==> config.mk <==
export PLATFORM = sky130hd
export DESIGN_NAME = icache_refill_ctrl
export DESIGN_NICKNAME = d
export VERILOG_FILES = /design/src/rtl/icache_pkg.sv /design/src/rtl/icache_refill_ctrl.sv
export SDC_FILE = /design/constraint.sdc
export NUM_CORES = 1
export LEC_CHECK = 0
export ABC_AREA = 1
export BUFFER_PORTS_ARGS = -buffer_cell sky130_fd_sc_hd__buf_2
export CORE_MARGIN = 4
export CORE_UTILIZATION = 25
export CTS_CLUSTER_DIAMETER = 150
export DETAILED_ROUTE_END_ITERATION = 12
export GPL_TIMING_DRIVEN = 0
export SLEW_MARGIN = 0
export SYNTH_ARGS = -nofsm -noshare
export SYNTH_HDL_FRONTEND = slang
export SYNTH_SLANG_ARGS = --single-unit
==> constraint.sdc <==
create_clock -name clock -period 2.95 [get_ports clock]
set_input_delay 0.295 -clock clock [delete_from_list [all_inputs] [get_ports clock]]
set_output_delay 0.295 -clock clock [all_outputs]
set_load 0.02 [all_outputs]
==> src/rtl/icache_pkg.sv <==
// ============================================================================
// Module  : icache_pkg
// Brief   : Shared geometry defaults, derived widths and refill FSM encoding
//           for the instruction-cache refill path.
// Revision: 1.0 - initial release
// ============================================================================
`default_nettype none

package icache_pkg;

    localparam int unsigned C_OFFSET_WIDTH = 2;
    localparam int unsigned C_LINE_WIDTH   = 6;

    function automatic int unsigned tag_width_of(input int unsigned off_w, input int unsigned line_w);
        return 30 - off_w - line_w;
    endfunction

    function automatic int unsigned block_size_of(input int unsigned off_w);
        return 1 << off_w;
    endfunction

    typedef enum logic [2:0] {
        ST_IDLE   = 3'd0,
        ST_REQ    = 3'd1,
        ST_WAIT   = 3'd2,
        ST_COMMIT = 3'd3,
        ST_DRAIN  = 3'd4
    } state_t;

endpackage

`default_nettype wire

==> src/rtl/icache_refill_ctrl.sv <==
// ============================================================================
// Module  : icache_refill_ctrl
// Brief   : Fetches a missing I-cache block word-by-word over a valid/ready
//           memory port and writes it into the cache array in one fill cycle.
// Revision: 1.0 - initial release
// ============================================================================
`default_nettype none

module icache_refill_ctrl
    import icache_pkg::*;
#(
    parameter int unsigned OFFSET_WIDTH = C_OFFSET_WIDTH,
    parameter int unsigned LINE_WIDTH   = C_LINE_WIDTH,
    localparam int unsigned TAG_WIDTH   = tag_width_of(OFFSET_WIDTH, LINE_WIDTH),
    localparam int unsigned BLOCK_SIZE  = block_size_of(OFFSET_WIDTH)
) (
    input  logic                     clock,
    input  logic                     reset,
    input  logic                     miss_valid,
    input  logic [31:0]              miss_address,
    output logic                     miss_ready,
    input  logic                     abort,
    output logic                     mem_req_valid,
    output logic [31:0]              mem_req_addr,
    input  logic                     mem_req_ready,
    input  logic                     mem_resp_valid,
    input  logic [31:0]              mem_resp_data,
    output logic                     write_in,
    output logic [LINE_WIDTH-1:0]    write_line_index,
    output logic [32*BLOCK_SIZE-1:0] write_block,
    output logic [TAG_WIDTH-1:0]     write_tag,
    output logic                     busy
);

    localparam int unsigned C_BLK_ADDR_W = 30 - OFFSET_WIDTH;

    state_t                   r_state;
    logic [OFFSET_WIDTH-1:0]  r_cnt;
    logic [C_BLK_ADDR_W-1:0]  r_block_addr;
    logic [31:0]              r_buf [BLOCK_SIZE];
    logic                     r_write_in;
    logic [32*BLOCK_SIZE-1:0] r_write_block;
    logic [TAG_WIDTH-1:0]     r_write_tag;
    logic [LINE_WIDTH-1:0]    r_write_index;

    logic [OFFSET_WIDTH-1:0]  w_cnt_next;
    logic                     w_unused;

    // Counter wraps inside the block, so the request address never carries into index/tag.
    assign w_cnt_next = r_cnt + OFFSET_WIDTH'(1);
    assign w_unused   = &{1'b0, miss_address[OFFSET_WIDTH+1:0]};

    assign miss_ready       = (r_state == ST_IDLE);
    assign busy             = (r_state != ST_IDLE);
    assign mem_req_valid    = (r_state == ST_REQ);
    assign mem_req_addr     = (r_state == ST_REQ) ? {r_block_addr, r_cnt, 2'b00} : 32'd0;
    assign write_in         = r_write_in;
    assign write_block      = r_write_block;
    assign write_tag        = r_write_tag;
    assign write_line_index = r_write_index;

    always_ff @(posedge clock) begin
        if (reset) begin
            r_state       <= ST_IDLE;
            r_cnt         <= '0;
            r_block_addr  <= '0;
            r_write_in    <= 1'b0;
            r_write_block <= '0;
            r_write_tag   <= '0;
            r_write_index <= '0;
        end else begin
            r_write_in <= 1'b0;
            unique case (r_state)
                ST_IDLE: begin
                    if (miss_valid) begin
                        r_block_addr <= miss_address[31:OFFSET_WIDTH+2];
                        r_cnt        <= '0;
                        r_state      <= ST_REQ;
                    end
                end
                ST_REQ: begin
                    // An accepted request must still have its response drained.
                    if (mem_req_ready) begin
                        r_state <= abort ? ST_DRAIN : ST_WAIT;
                    end else if (abort) begin
                        r_state <= ST_IDLE;
                    end
                end
                ST_WAIT: begin
                    if (abort) begin
                        r_state <= mem_resp_valid ? ST_IDLE : ST_DRAIN;
                    end else if (mem_resp_valid) begin
                        r_buf[r_cnt] <= mem_resp_data;
                        if (&r_cnt) begin
                            r_state       <= ST_COMMIT;
                            r_write_in    <= 1'b1;
                            r_write_tag   <= r_block_addr[C_BLK_ADDR_W-1:LINE_WIDTH];
                            r_write_index <= r_block_addr[LINE_WIDTH-1:0];
                            for (int j = 0; j < BLOCK_SIZE; j++) begin
                                r_write_block[32*j +: 32] <= (j == BLOCK_SIZE-1) ? mem_resp_data : r_buf[j];
                            end
                        end else begin
                            r_cnt   <= w_cnt_next;
                            r_state <= ST_REQ;
                        end
                    end
                end
                ST_COMMIT: begin
                    r_state <= ST_IDLE;
                end
                ST_DRAIN: begin
                    if (mem_resp_valid) begin
                        r_state <= ST_IDLE;
                    end
                end
                default: begin
                    r_state <= ST_IDLE;
                end
            endcase
        end
    end

endmodule

`default_nettype wire

==> results.tsv, run 1 <==
stage	metric	value	unit
yosys	ys_seq_elements	286	
timing	rsz0062_at_grt	no	
worst_hold_path	min_path_type	primary input to flip-flop	
timing	worst-slew-pin-transition	0.8289	ns
die	placementRows	72	
placed_design	routabilityCongestion	0.8024	
pwr	p_seq_share	45.3	%
yosys	synth_top_cells_by_area	dfxtp_1 (39%), edfxtp_1 (29%), nor2_1 (12%)	
critical_path	path_common_cell	inv_1	
yosys	yosysWarningCount	0	
critical_path	critPathCaptureType	primary output	
pwr	swShare	26.78	%
timing	finalMaxSlewViolations	0	
routing	first_pass_iters	5	
critical_path	critPathLaunchType	flip-flop	
yosys	synthArstFlopShare	0	%
critical_path	crit_type	flip-flop to primary output	
yosys	synth_ff_type	dfxtp_1	
global_routing	overflow	0	
pwr	comb_power_share	12.8	%
layout	final_cell_count_no_fill	1860	
routing	routed_wl	31890	um
cts	cts.sinks	286	
critical_path	max_stage_delay	0.44	ns
pwr	irDropWorstVdd	0.5062	mV
routing	via_per_inst	4.294	
die	die_y	206.5	um
global_routing	antenna_found_initial	0	
yosys	synth_cells	980	
global_routing	grt_pass1_wl	46500	um
pwr	p_leak	0.006063	uW
pwr	power_density	712.9	mW/mm2
yosys	synth_top_area_share	38.60	%
die	die_w	206.5	um
placed_design	dp_hpwl	23230	um
die	coreArea	0.03883	mm2
die	initial_core_util	25.38	%
timing	setup_viol	0	
layout	mostFrequentLayoutCells	nor2_1 (300), buf_2 (269), dfxtp_1 (190)	
cts	cts.path.max_buffers	3	
timing	skew	0.01833	ns
cts	clk_latency	0.58	ns
run	cap_viol_max_count	0	
layout	final_nets	1392	
routing	dr.first_iter.drc_count	434	
layout	syn_to_final_growth	35.91	%
cts	root_buffer	clkbuf_16	
cts	cts_tree	done	
layout	antenna_cells	0	
routing	remaining_drc_errors	0	
layout	final_common_cell	nor2_1	
placed_design	numPortBuffers	255	
global_routing	grt_max_degree	28	
critical_path	cp.arrival	2.30	ns
yosys	synth_area_per_cell	10.05	um2
timing	fmax	385.6	MHz
cts	clk_pin_slew	0.06	ns
pwr	power_switching	2556	uW
yosys	yosysSeqAreaShare	67.86	%
global_routing	grt_util_all_layers	14.21	%
pwr	p_total	9546	uW
yosys	yosys.area.top_type	dfxtp_1	
timing	fin_crit_sh	87.91	%
routing	num_vias	7986	
critical_path	required	2.65	ns
yosys	synth_edf_count	96	
placed_design	dpl.cell_count	1757	
routing	drtAntennaViolNets	0	
layout	drive_gt1_share	26.30	%
cts	htree_levels	1	
yosys	synthDistinctLibCells	23	
cts	cts_buffers	31	
critical_path	path_max_fanout	10	
global_routing	first_global_vias	7795	
routing	routedWlPerCell	17.14	um
die	die-area	0.04265	mm2
critical_path	worstPathCellList	inv_1 -> nor3_2 -> inv_1 -> clkbuf_1 -> nor2_1 -> buf_2	
timing	maxSlewHeadroom	44.74	%
critical_path	critPathSlowestCell	dfxtp_1	
run_status	status	finished, final reports clean	
pwr	internal-power	6990	uW
pwr	p_clk_share	41.9	%
die	io_pins	262	
yosys	syn_area	0.009853	mm2
timing	period_needed	2.593	ns
timing	hold_violations	0	
-- repair_timing --
| action | CTS | global route |
|---|---|---|
| resized for setup | 0 | 1 |
| hold buffers | 45 | 0 |
| setup endpoints to repair | 0 | 7 |
| buffers inserted | 0 | 0 |
| hold endpoints to repair | 131 | 0 |
-- per-stage QoR --
stage | hold WS (ns) | utilization, % | instance area, um2 | setup slack [ns] | TNS [ns]
floorplan | 0.3939 | - | 9857 | 0.3642 | 0
global placement | 0.4517 | 30.34 | 11780 | -1.558 | -136.63
detailed placement | 0.4568 | 30.59 | 11880 | 0.3484 | 0
CTS | 0.002724 | 34.48 | 13390 | 0.1508 | 0
global route | 0.01576 | 34.49 | 13390 | 0.2086 | 0
finish | 0.03567 | 34.49 | 13390 | 0.3567 | 0
-- worst max-delay path: cells and delay by family (launching register included) --
| family | cells | cell delay [ns] |
|---|---|---|
| buffers and inverters | 4 | 0.76 |
| and+or+nand+nor | 2 | 0.53 |
| DFF | 1 | 0.44 |
-- per-layer routing --
layer | GRT usage, % | up-vias | share of wire, %
met1 | 17.80 | 3761 | 43
met3 | 4.441 | 43 | 9.2
met2 | 23.87 | 274 | 46
li1 | - | 3908 | -
met4 | 3.707 | 0 | 2.1
met5 | 0 | - | 0
-- cells by family (layout without fill, tap and decap cells) --
kind of cell             count (synthesis)  in the layout  synth area share (%)
AND/OR/NAND/NOR                        333            333                 13.10
other                                    1              2               0.03806
AO/OA/AOI/OAI                          244            244                 12.39
flip-flops                             286            286                 67.86
buffers and inverters                  111            472                 5.968
adder cells (fa/ha/maj)                  5              5                0.6349
-- power by group through the flow --
stage / registers [uW] / clock network (uW) / logic (uW)
after global placement: 4400 / 0 / 1140
after detailed placement: 4410 / 0 / 1180
after CTS: 4320 / 4120 / 1230
after floorplan: 4400 / 0 / 723
final: 4320 / 4000 / 1230
after global routing: 4340 / 4280 / 1360
-- sequential cells by signal, summed over array words and instances (netlist names) --
| signal | flops |
|---|---|
| write_block | 128 |
| write_tag | 22 |
| write_in | 1 |
| r_buf | 96 |
| r_state | 3 |
| r_block_addr | 28 |
| write_line_index | 6 |
| r_cnt | 2 |
-- Yosys cell counts, types with 5 or more instances --
cell type  instances
a21oi_1           59
buf_2             14
buf_4              7
buf_6             17
clkbuf_1          27
dfxtp_1          190
edfxtp_1          96
ha_1               5
inv_1             44
nand2_1           15
nand3_1            9
nor2_1           303
o21ai_0          179
o21ai_1            6
-- final cells by class --
| cell class | instances | area (um2) |
|---|---|---|
| fillers | 3965 | 25440 |
| flip-flops and latches | 286 | 6686 |
| multi-input cells | 584 | 2610 |
| repair buffers | 303 | 1802 |
| clock buffers | 41 | 843.3 |
| well taps | 518 | 648.1 |
| plain buffers | 65 | 415.4 |
| clock inverters | 17 | 214.0 |
| inverters | 46 | 172.7 |
-- path summary, 6_finish.rpt --
path                                start                       endpoint  slack [ns]  cells after the start
setup / recovery  r_state[0]$_SDFFE_PP0P_               mem_req_addr[10]        0.36                      6
hold / removal           miss_address[14]  r_block_addr[10]$_SDFFE_PP0P_        0.04                      3
setup reg to reg  r_state[2]$_SDFFE_PP0P_         r_buf[2][10]$_DFFE_PP_        0.79                      6
hold reg to reg     r_buf[0][8]$_DFFE_PP_    write_block[8]$_SDFFE_PP0P_        0.47                      2
Note: power is estimated with default switching activity, not from simulation.
==> run 2, diff against run 1 <==
--- a/config.mk
+++ b/config.mk
@@ -8,10 +8,12 @@
 export ABC_AREA = 1
 export BUFFER_PORTS_ARGS = -buffer_cell sky130_fd_sc_hd__buf_2
 export CORE_MARGIN = 4
-export CORE_UTILIZATION = 25
+export CORE_UTILIZATION = 52
 export CTS_CLUSTER_DIAMETER = 150
 export DETAILED_ROUTE_END_ITERATION = 12
 export GPL_TIMING_DRIVEN = 0
+export PLACE_DENSITY = 0.79
+export REMOVE_ABC_BUFFERS = 1
 export SLEW_MARGIN = 0
 export SYNTH_ARGS = -nofsm -noshare
 export SYNTH_HDL_FRONTEND = slang
==> results.tsv, run 2 (synthesized netlist as in run 1, its figures left out) <==
stage	metric	value	unit
routing	routed_wl	23660	um
critical_path	critical_path.top_delay_family	buffers and inverters	
cts	clk_latency	0.53	ns
layout	mostFrequentLayoutCells	nor2_1 (300), buf_2 (255), dfxtp_1 (190)	
die	placementRows	50	
die	initial_core_util	52.85	%
critical_path	worstPathCellList	inv_1 -> nor3_1 -> inv_1 -> nor2_1 -> buf_2	
critical_path	cp.arrival	2.49	ns
timing	hold_violations	0	
layout	fillers	1416	
global_routing	antenna_found_initial	1	
placed_design	routabilityCongestion	0.7868	
worst_hold_path	hp-start	mem_resp_data[6]	
worst_hold_path	min_path_type	primary input to flip-flop	
layout	fin_area	0.01260	mm2
run_status	status	finished, final reports clean	
layout	final_nets	1317	
critical_path	critPathCaptureType	primary output	
routing	remaining_drc_errors	0	
cts	postCtsSetupBuffers	0	
timing	setup_slack	0.1694	ns
timing	period_needed	2.781	ns
routing	routedWlPerCell	15.80	um
pwr	power_density	717.7	mW/mm2
critical_path	required	2.65	ns
run	cap_viol_max_count	0	
global_routing	grt_util_all_layers	21.31	%
critical_path	r2r-start	r_cnt[1]$_SDFFE_PP0P_	
die	io_pins	262	
critical_path	critPathLaunchType	flip-flop	
pwr	irDropWorstVdd	0.5660	mV
cts	root_buffer	clkbuf_16	
routing	first_pass_iters	5	
layout	drive_gt1_share	25.40	%
global_routing	grt_pass1_wl	37720	um
pwr	p_leak	0.005816	uW
critical_path	path_common_cell	inv_1	
timing	worst-slew-pin-transition	0.9475	ns
timing	fmax	359.6	MHz
cts	cts.path.max_buffers	3	
critical_path	critPathBufInv	3	
layout	syn_to_final_growth	27.89	%
timing	fin_crit_sh	94.26	%
routing	num_vias	7662	
layout	largest_reg_flops	128	
layout	antenna_cells	0	
routing	dr.first_iter.drc_count	377	
critical_path	crit_start	r_state[0]$_SDFFE_PP0P_	
cts	cts_tree	done	
global_routing	overflow	0	
critical_path	max_stage_delay	0.53	ns
die	coreArea	0.01864	mm2
placed_design	dp_hpwl	14590	um
critical_path	crit_type	flip-flop to primary output	
cts	htree_levels	1	
critical_path	critPathSlowestCell	inv_1	
cts	cts_buffers	28	
timing	skew	0.01192	ns
timing	maxSlewHeadroom	36.77	%
timing	setup_viol	0	
placed_design	numPortBuffers	255	
routing	via_per_inst	5.115	
die	die-area	0.02122	mm2
die	die_y	145.7	um
global_routing	grt_max_degree	98	
cts	cts.sinks	286	
die	die_w	145.7	um
placed_design	placed_area	0.01134	mm2
timing	finalMaxSlewViolations	0	
routing	drtAntennaViolNets	0	
timing	rsz0062_at_grt	no	
global_routing	first_global_vias	7313	
placed_design	place_ws	0.5464	ns
layout	final_common_cell	nor2_1	
critical_path	path_max_fanout	30	
cts	clk_pin_slew	0.06	ns
-- run 2: cell types whose count changed in the layout (fill, tap and decap cells not counted), moves of 2 or more --
cell           before  now
clkbuf_8            3    8
buf_12              1    3
buf_4               7    0
dlygate4sd3_1      45   29
bufinv_16           4    2
buf_2             269  255
buf_6              17    0
buf_16              2    8
clkbuf_1           34    5
-- run 2: final cells by class --
type	count	area, um2	area share, %
sequential	286	6686	53.06
multi-input combinational	584	2608	20.69
timing repair buffer	296	1862	14.78
clock buffer	43	879.6	6.980
tap	234	292.8	2.324
inverter	46	180.2	1.430
clock inverter	9	92.59	0.7348
-- run 2: path summary, 6_finish.rpt --
check | end | slack [ns] | cells after the start
worst max-delay path | mem_req_addr[7] | 0.17 | 5
worst min-delay path | r_buf[0][6]$_DFFE_PP_ | 0.01 | 1
worst max register to register | write_block[37]$_SDFFE_PP0P_ | 0.57 | 8
worst min register to register | write_block[84]$_SDFFE_PP0P_ | 0.47 | 2
-- run 2: worst reg2reg max path, delay by kind of cell (launching register included) --
family | cells | cell delay (ns)
fa+ha+maj | 1 | 0.18
buf+inv | 3 | 0.73
flops | 1 | 0.40
simple gates | 4 | 0.97
-- run 2: through the flow --
step | util, % | total power (uW) | cells | hold WS [ns] | TNS [ns]
after detailed placement | 60.82 | 5450 | 1417 | 0.4570 | 0
final | 67.59 | 9044 | 1498 | 0.009739 | 0
after CTS | 67.59 | 9122 | 1498 | 0.0002586 | 0
after global placement | 59.06 | 5399 | 1405 | 0.4505 | -1320.75
after global routing | 67.59 | 9438 | 1498 | 0.004658 | 0
after floorplan | - | 5069 | 916 | 0.3939 | -399.69
-- run 2: power by group --
part           switching [uW]  internal (uW)  leakage, uW
Combinational             762            316      0.00293
Sequential               80.7           4240      0.00240
Clock                    1430           2220     0.000484
-- run 2: per-layer routing --
layer	track usage (%)	up-vias	share of wire [%]
li1	-	3764	-
met1	27.40	3533	41
met2	35.55	311	47
met3	5.886	52	8.5
met4	6.268	2	2.8
met5	0	-	0.055
-- run 2: timing repair --
item / 4_1_cts / 5_1_grt
hold buffers: 29 / 0
hold endpoints to repair: 87 / 0
gates resized for setup: 0 / 0
